===== src/rtl/multicycle_main_control_if.sv =====
// multicycle_main_control_if: opcode/memory handshake in, datapath control strobes out
interface multicycle_main_control_if;
  logic [5:0] opcode;
  logic       mem_ready;
  logic       pc_write;
  logic       pc_write_cond;
  logic       i_or_d;
  logic       mem_read;
  logic       mem_write;
  logic       ir_write;
  logic       mem_to_reg;
  logic       reg_dst;
  logic       reg_write;
  logic       alu_src_a;
  logic [1:0] alu_src_b;
  logic [1:0] alu_op;
  logic [1:0] pc_source;
  logic [3:0] state_o;
  logic       illegal_op;
  logic       mem_timeout;
  modport master (
    input  opcode, mem_ready,
    output pc_write, pc_write_cond, i_or_d, mem_read, mem_write, ir_write,
           mem_to_reg, reg_dst, reg_write, alu_src_a, alu_src_b, alu_op,
           pc_source, state_o, illegal_op, mem_timeout
  );
  modport slave (
    output opcode, mem_ready,
    input  pc_write, pc_write_cond, i_or_d, mem_read, mem_write, ir_write,
           mem_to_reg, reg_dst, reg_write, alu_src_a, alu_src_b, alu_op,
           pc_source, state_o, illegal_op, mem_timeout
  );
endinterface


===== src/rtl/multicycle_main_control.sv =====
// multicycle_main_control: multicycle MIPS main control FSM with memory watchdog; CTRL_ADDI_EN adds ADDI
module multicycle_main_control #(
  parameter int unsigned WDOG_W     = 8,
  parameter int unsigned WDOG_LIMIT = 255
) (
  input logic clk,
  input logic rst,
  multicycle_main_control_if.master bus
);
  localparam logic [5:0] OP_RT = 6'b000000;
  localparam logic [5:0] OP_LW = 6'b100011;
  localparam logic [5:0] OP_SW = 6'b101011;
  localparam logic [5:0] OP_BEQ = 6'b000100;
  localparam logic [5:0] OP_J = 6'b000010;
`ifdef CTRL_ADDI_EN
  localparam logic [5:0] OP_ADDI = 6'b001000;
`endif
  localparam logic [WDOG_W-1:0] LIM = WDOG_LIMIT[WDOG_W-1:0];
  typedef enum logic [3:0] {
    IDLE = 4'd0, FETCH = 4'd1, DECODE = 4'd2, MEM_ADDR = 4'd3, MEM_READ = 4'd4,
    MEM_WB = 4'd5, MEM_WRITE = 4'd6, EXECUTE = 4'd7, R_WB = 4'd8, BRANCH = 4'd9,
`ifdef CTRL_ADDI_EN
    ADDI_EXEC = 4'd11, ADDI_WB = 4'd12,
`endif
    JUMP = 4'd10
  } state_t;
  state_t st, dec_nxt;
  logic [WDOG_W-1:0] wd;
  logic op_sw, waiting, tmo, addi_exec, addi_wb;
  assign waiting = st == FETCH || st == MEM_READ || st == MEM_WRITE;
  assign tmo = waiting && !bus.mem_ready && wd == LIM;
`ifdef CTRL_ADDI_EN
  assign addi_exec = st == ADDI_EXEC;
  assign addi_wb = st == ADDI_WB;
`else
  assign addi_exec = 1'b0;
  assign addi_wb = 1'b0;
`endif
  // opcode dispatch out of DECODE; unsupported opcodes fall back to FETCH
  always_comb
    dec_nxt = bus.opcode == OP_RT ? EXECUTE :
              (bus.opcode == OP_LW || bus.opcode == OP_SW) ? MEM_ADDR :
              bus.opcode == OP_BEQ ? BRANCH :
              bus.opcode == OP_J ? JUMP :
`ifdef CTRL_ADDI_EN
              bus.opcode == OP_ADDI ? ADDI_EXEC :
`endif
              FETCH;
  // state sequencing, memory-wait watchdog and load/store choice captured in DECODE
  always_ff @(posedge clk or posedge rst)
    if (rst) begin
      st <= IDLE;
      wd <= '0;
      op_sw <= 1'b0;
    end else begin
      wd <= (waiting && !bus.mem_ready && !tmo) ? wd + 1'b1 : '0;
      if (st == DECODE) op_sw <= bus.opcode == OP_SW;
      case (st)
        IDLE:      st <= FETCH;
        FETCH:     st <= bus.mem_ready ? DECODE : FETCH;
        DECODE:    st <= dec_nxt;
        MEM_ADDR:  st <= op_sw ? MEM_WRITE : MEM_READ;
        MEM_READ:  st <= tmo ? FETCH : bus.mem_ready ? MEM_WB : MEM_READ;
        MEM_WRITE: st <= (tmo || bus.mem_ready) ? FETCH : MEM_WRITE;
        EXECUTE:   st <= R_WB;
`ifdef CTRL_ADDI_EN
        ADDI_EXEC: st <= ADDI_WB;
`endif
        MEM_WB, R_WB, BRANCH, JUMP: st <= FETCH;
        default:   st <= FETCH;
      endcase
    end
  assign bus.state_o = st;
  assign bus.mem_read = st == FETCH || st == MEM_READ;
  assign bus.i_or_d = st == MEM_READ || st == MEM_WRITE;
  assign bus.mem_write = st == MEM_WRITE;
  assign bus.ir_write = st == FETCH && bus.mem_ready;
  assign bus.pc_write = (st == FETCH && bus.mem_ready) || st == JUMP;
  assign bus.pc_write_cond = st == BRANCH;
  assign bus.mem_to_reg = st == MEM_WB;
  assign bus.reg_dst = st == R_WB;
  assign bus.reg_write = st == MEM_WB || st == R_WB || addi_wb;
  assign bus.alu_src_a = st == MEM_ADDR || st == EXECUTE || st == BRANCH || addi_exec;
  assign bus.alu_src_b = st == FETCH ? 2'b01 : st == DECODE ? 2'b11 :
                         (st == MEM_ADDR || addi_exec) ? 2'b10 : 2'b00;
  assign bus.alu_op = st == EXECUTE ? 2'b10 : st == BRANCH ? 2'b01 : 2'b00;
  assign bus.pc_source = st == BRANCH ? 2'b01 : st == JUMP ? 2'b10 : 2'b00;
  assign bus.illegal_op = st == DECODE && dec_nxt == FETCH;
  assign bus.mem_timeout = tmo;
endmodule

===== src/flat_wrapper.sv =====
// flat-port wrapper written by rule: the top's interface ports become plain ports
module multicycle_main_control_flat 
#(
  parameter int unsigned WDOG_W     = 8,
  parameter int unsigned WDOG_LIMIT = 255
)
  (clk, rst, bus_opcode, bus_mem_ready, bus_pc_write, bus_pc_write_cond, bus_i_or_d, bus_mem_read, bus_mem_write, bus_ir_write, bus_mem_to_reg, bus_reg_dst, bus_reg_write, bus_alu_src_a, bus_alu_src_b, bus_alu_op, bus_pc_source, bus_state_o, bus_illegal_op, bus_mem_timeout);
  multicycle_main_control_if bus_i ();
  input logic clk;
  input logic rst;
  input wire logic [$bits(bus_i.opcode)-1:0] bus_opcode;
  input wire logic [$bits(bus_i.mem_ready)-1:0] bus_mem_ready;
  output wire logic [$bits(bus_i.pc_write)-1:0] bus_pc_write;
  output wire logic [$bits(bus_i.pc_write_cond)-1:0] bus_pc_write_cond;
  output wire logic [$bits(bus_i.i_or_d)-1:0] bus_i_or_d;
  output wire logic [$bits(bus_i.mem_read)-1:0] bus_mem_read;
  output wire logic [$bits(bus_i.mem_write)-1:0] bus_mem_write;
  output wire logic [$bits(bus_i.ir_write)-1:0] bus_ir_write;
  output wire logic [$bits(bus_i.mem_to_reg)-1:0] bus_mem_to_reg;
  output wire logic [$bits(bus_i.reg_dst)-1:0] bus_reg_dst;
  output wire logic [$bits(bus_i.reg_write)-1:0] bus_reg_write;
  output wire logic [$bits(bus_i.alu_src_a)-1:0] bus_alu_src_a;
  output wire logic [$bits(bus_i.alu_src_b)-1:0] bus_alu_src_b;
  output wire logic [$bits(bus_i.alu_op)-1:0] bus_alu_op;
  output wire logic [$bits(bus_i.pc_source)-1:0] bus_pc_source;
  output wire logic [$bits(bus_i.state_o)-1:0] bus_state_o;
  output wire logic [$bits(bus_i.illegal_op)-1:0] bus_illegal_op;
  output wire logic [$bits(bus_i.mem_timeout)-1:0] bus_mem_timeout;
  assign bus_i.opcode = bus_opcode;
  assign bus_i.mem_ready = bus_mem_ready;
  assign bus_pc_write = bus_i.pc_write;
  assign bus_pc_write_cond = bus_i.pc_write_cond;
  assign bus_i_or_d = bus_i.i_or_d;
  assign bus_mem_read = bus_i.mem_read;
  assign bus_mem_write = bus_i.mem_write;
  assign bus_ir_write = bus_i.ir_write;
  assign bus_mem_to_reg = bus_i.mem_to_reg;
  assign bus_reg_dst = bus_i.reg_dst;
  assign bus_reg_write = bus_i.reg_write;
  assign bus_alu_src_a = bus_i.alu_src_a;
  assign bus_alu_src_b = bus_i.alu_src_b;
  assign bus_alu_op = bus_i.alu_op;
  assign bus_pc_source = bus_i.pc_source;
  assign bus_state_o = bus_i.state_o;
  assign bus_illegal_op = bus_i.illegal_op;
  assign bus_mem_timeout = bus_i.mem_timeout;
  multicycle_main_control #(.WDOG_W(WDOG_W), .WDOG_LIMIT(WDOG_LIMIT)) u_core (.clk(clk), .rst(rst), .bus(bus_i));
endmodule

===== config.mk =====
export PLATFORM = sky130hd
export DESIGN_NAME = multicycle_main_control_flat
export DESIGN_NICKNAME = d
export VERILOG_FILES = /design/src/rtl/multicycle_main_control_if.sv /design/src/rtl/multicycle_main_control.sv /design/src/flat_wrapper.sv
export SDC_FILE = /design/constraint.sdc
export NUM_CORES = 1
export LEC_CHECK = 0
export ABC_AREA = 1
export CAP_MARGIN = 40
export CORE_MARGIN = 5
export CORE_UTILIZATION = 40
export DETAILED_ROUTE_END_ITERATION = 8
export GPL_TIMING_DRIVEN = 0
export PLACE_DENSITY = 0.83
export SYNTH_ARGS = -nofsm -noshare
export SYNTH_HDL_FRONTEND = slang
export SYNTH_SLANG_ARGS = --single-unit
export TNS_END_PERCENT = 50

===== constraint.sdc =====
create_clock -name clk -period 1.25 [get_ports clk]
set_input_delay 0.25 -clock clk [delete_from_list [all_inputs] [get_ports clk]]
set_output_delay 0.25 -clock clk [all_outputs]
set_load 0.005 [all_outputs]

-- Yosys cells after proc, flatten, opt, wreduce, memory -nomap -nowiden
Cells that the tools add are included.
- output and inout bits: 22
- input port bits: 9
- register bits: 13
- reduce and logical (&&, ||, !) cells: 17
- equal/unequal tests: 16
- $add $sub $neg: 1
- mux-type cells: 18
- operator list (kind ; number):
    $pmux 4 s6 ; 1
    $mux 4 ; 5
    $eq 4x3->1 const B ; 4
    $mux 2 ; 8
    $eq 4x4->1 const B ; 3
    $eq 6x6->1 const B ; 2
    $logic_or 1x1->1 ; 9
    $add 8x1->8 const B ; 1
    $eq 4x1->1 const B ; 2
    $eq 4x2->1 const B ; 2
    $eq 8x8->1 const B ; 1
    $mux 8 ; 1
    $eq 6x2->1 const B ; 1
    $eq 6x3->1 const B ; 1
    $logic_not 6->1 ; 1
    $logic_and 1x1->1 ; 5
    $mux 3 ; 1
    $logic_not 1->1 ; 2
    $mux 1 ; 2

-- Longest topological paths before layout
- word-level depth: 8
- gate-level depth with buffers: 8
- gate-level depth less buffers: 8

-- Least setup slack after synthesis
No wires, ideal clock.
- path type: register to output
- start: reg u_core.wd[0]
- end: out bus_mem_timeout
- path buffers: 0
- arrival: 1.048 ns
- cell stages (with the launch flop): 6
- setup slack: -0.048 ns
- cells stage by stage: dfrtp_1 > ha_1 > nand3_1 > nor3_4 > nand2_2 > inv_1
- cells in the longest elaborated chain, start to end: 2
- ends and longest elaborated chain (what ; RTL line ; RTL):
    from (decl) ; multicycle_main_control.sv:28 ; logic [WDOG_W-1:0] wd;
    from (signal assigned) ; multicycle_main_control.sv:56 ; wd <= (waiting && !bus.mem_ready && !tmo) ? wd + 1'b1 : '0;
    $eq 8x8->1 ; multicycle_main_control.sv:31 ; assign tmo = waiting && !bus.mem_ready && wd == LIM;
    $logic_and 1x1->1 ; multicycle_main_control.sv:31 ;
    to (decl) ; flat_wrapper.sv:28 ; output wire logic [$bits(bus_i.mem_timeout)-1:0] bus_mem_timeout;
No other way between the ends.

-- Worst setup path in the final report
- start: reg u_core.st[2], in the netlist u_core.bus.state_o[2]
- end: out bus_mem_read
- cells in the longest elaborated chain, start to end: 2
- elaborated cells between the ends (all ways): 3
- ends and longest elaborated chain (what ; RTL line ; RTL):
    from (decl) ; multicycle_main_control.sv:27 ; state_t st, dec_nxt;
    from (signal assigned) ; multicycle_main_control.sv:60 ; FETCH: st <= bus.mem_ready ? DECODE : FETCH;
    from (signal assigned) ; multicycle_main_control.sv:61 ; DECODE: st <= dec_nxt;
    from (signal assigned) ; multicycle_main_control.sv:62 ; MEM_ADDR: st <= op_sw ? MEM_WRITE : MEM_READ;
    $eq 4x1->1 or $eq 4x3->1 (tied branches) ; multicycle_main_control.sv:74 ; assign bus.mem_read = st == FETCH || st == MEM_READ;
    $logic_or 1x1->1 * ; multicycle_main_control.sv:74 ;
    to (decl) ; flat_wrapper.sv:16 ; output wire logic [$bits(bus_i.mem_read)-1:0] bus_mem_read;
Mark *: on every way between the ends. The rest lies on a longest branch, timed or not.

==> impl_metrics.yaml <==
power:
  seqPwrFrac: 0.193
  clockPowerShare: 0.090
  fin_total_pwr_mw: 3.04
  power_density_nw_per_um2: 1750
  p_switching_mw: 1.32
  swShare: 0.434
  p_leak_nw: 0.894
  p_comb_frac: 0.717
  p_int_mw: 1.72
  peakVddDrop_mv: 1.14
critical_path:
  cpPeakStageDelay_ps: 400
  cp_max_fo: 4
  worstPathArrival_ps: 1490
  start_kind: "flop"
  critPathBufInv: 4
  crit_top_cell: "buf_6"
  critical-path-top-delay-family: "buffers and inverters"
  cp_cell_sequence: "buf_6 > nor2_4 > buf_4 > buf_6 > nand2_2 > o21ai_2 > buf_2"
  worst_path_max_delay_cell: "dfrtp_1"
  crit_required_ps: 1000
  critPathKind: "flop to output port"
  end_kind: "output port"
grt:
  grt_use_total: 0.212
  grt_pass1_wl_um: 5540
  grt_pass1_vias: 1250
  antenna_found_initial: 0
  grt_max_degree: 14
  overflow: 0
logic_synthesis:
  synth.avg_cell_area_um2: 6.91
  netlist_area_um2: 898
  syn-num-nets: 140
  synthCells: 130
  synthAdderAreaFrac: 0.0139
  ys_warn_count: 0
  synth-simple-area-share: 0.442
  synth_xor_xnor_area_share: 0.0292
  synth_top_family_by_area: "simple AND/OR/NAND/NOR gates"
  synth_cell_types: 23
  synthMuxAreaShare: 0
  yosysSeqAreaShare: 0.362
  ys_ff_latch: 13
  synth-compound-area-share: 0.0529
timing:
  slew_headroom: 0.675
  fin_ws_ps: -494
  setup_viol: 34
  worst_pin_slew_ps: 487
  rsz0062_at_grt: "true"
  slew_violations: 0
  hold_violations: 0
  min_period_ps: 1740
  skew_ps: 1.15
  fin_crit_sh: 1.39
  max_freq_ghz: 0.574
  holdWs_ps: 278
  fin_setup_tns_ps: -10620
cts:
  cts_tree: "yes"
  clock_latency_ps: 280
  cts_hold_buf: 0
  cts_max_level: 1
  cts_buffers: 3
  cts_sinks: 13
  cts_buffer_depth: 2
  path_clk_slew_ps: 90
  root_buffer: "clkbuf_4"
cells_and_area:
  drive_gt1_frac: 0.585
  ff_latch_area_um2: 328
  num_antenna_cells: 0
  utilization: 0.799
  area_growth_pct: 92.9
  multi_input_area_um2: 673
  stdcell_count: 228
  fillers: 138
  fin_nets: 211
route:
  post-route-drc-count: 0
  vias: 1191
  drt_iter0_drc: 28
  via_per_inst: 5.22
  drt_pass1_iterations: 4
  wl_per_cell_um: 16.0
  wl_um: 3660
  ant_nets: 0
job:
  maxCapViolCount: 0
worst_hold_path:
  hold_path_class: "primary input to asynchronous set/reset pin"
die:
  io_pins: 31
  fp.dieW_um: 57.4
  core_region_area_um2: 2170
  die_h_um: 57.4
  rows: 17
  die_area_um2: 3290
  start_util: 0.414
placed_design:
  placement.io_buffers: 30
  dp_cells: 188
  gp_congestion: 0.925
  place_hpwl_um: 1790
status:
  status: "finished, violations left"
  violations: "negative setup slack"
[synthesized netlist by cell type]
cell,instances,share of area
a21oi_1,3,0.017
buf_4,1,0.0084
dfrtp_1,13,0.36
ha_1,1,0.014
inv_1,15,0.063
inv_2,7,0.029
nand2_1,28,0.12
nand2_2,2,0.014
nand3_1,16,0.089
nand3_2,1,0.011
nand4_1,1,0.0070
nor2_1,20,0.084
nor2_2,6,0.042
nor2_4,3,0.038
nor3_4,1,0.018
nor3b_1,1,0.0084
o21ai_0,4,0.022
o21ai_1,1,0.0056
o31ai_1,1,0.0084
or2_1,1,0.0070
or2_2,1,0.0070
xnor2_1,1,0.0098
xor2_1,2,0.020
[sequential cells by signal, indices dropped and copies added (netlist names)]
signal	flops
u_core.wd	8
u_core.bus.state_o	4
u_core.op_sw	1
[metal layers]
layer  vias up  part of all wire  global-route usage
li1        548                 -                   -
met1       588              0.40               0.232
met2        44              0.51               0.389
met3        11             0.053              0.0543
met4         0             0.031              0.0762
met5         -                 0                   0
[stage by stage]
step / instance area [µm²] / worst slack (ps)
after floorplan: 903 / -48.5
after global routing: 1730 / -562
final: 1730 / -494
after detailed placement: 1240 / -652
after global placement: 1240 / -635
after CTS: 1630 / -442
[area by class of cell]
| type | instances | area share |
|---|---|---|
| Timing Repair Buffer | 66 | 0.330 |
| Sequential cell | 13 | 0.189 |
| Multi-Input combinational cell | 94 | 0.388 |
| Clock buffer | 3 | 0.0130 |
| Clock inverter | 1 | 0.00289 |
| Buffer | 1 | 0.00433 |
| Inverter | 22 | 0.0520 |
| Tap cell | 28 | 0.0202 |
[cell usage in the layout (no fill, tap or decap), types with 8 or more instances in the layout]
master / count
inv_1: 9
nor2_4: 8
buf_2: 12
nand3_1: 10
buf_4: 23
buf_6: 18
nor2_1: 11
nor2_2: 10
inv_2: 10
clkdlybuf4s50_1: 9
nand2_1: 20
dfrtp_1: 11
[power by group through the flow]
| stage | logic (mW) | clock network [mW] | registers, mW |
|---|---|---|---|
| 4_1_cts | 1.87 | 0.268 | 0.577 |
| 6_report | 2.18 | 0.273 | 0.587 |
| 5_1_grt | 2.30 | 0.298 | 0.594 |
| 3_5_place_dp | 1.08 | 0 | 0.611 |
| 2_1_floorplan | 0.590 | 0 | 0.595 |
| 3_3_place_gp | 1.07 | 0 | 0.604 |
[cells by family after synthesis]
kind of cell	Yosys count
flops	13
xor+xnor	3
compound gates	9
fa+ha+maj	1
buf+inv	23
simple gates	81
[worst paths after layout]
kind                                  startpoint                     to  slack [ps]  cells past startpoint
setup / recovery           u_core.bus.state_o[2]           bus_mem_read        -490                      7
hold / removal                               rst           u_core.wd[2]         280                      2
setup reg to reg           u_core.bus.state_o[2]           u_core.wd[4]        -360                     11
hold reg to reg                     u_core.op_sw           u_core.op_sw         550                      2
max in group asynchronous                    rst  u_core.bus.state_o[3]         620                      2
min in group clk                    u_core.op_sw           u_core.op_sw         550                      2
[worst register-to-register path: cells and delay by family (launching register included)]
kind / cells / cell delay [ps]
flops: 1 / 400
buf+inv: 5 / 480
simple gates: 6 / 680
[what timing repair did]
item                       in CTS  in global routing
pin swaps                      20                 11
resized for setup             124                 29
setup buffers                  33                  6
setup endpoints to repair      33                 35
Note: power is estimated with default switching activity, not from simulation.
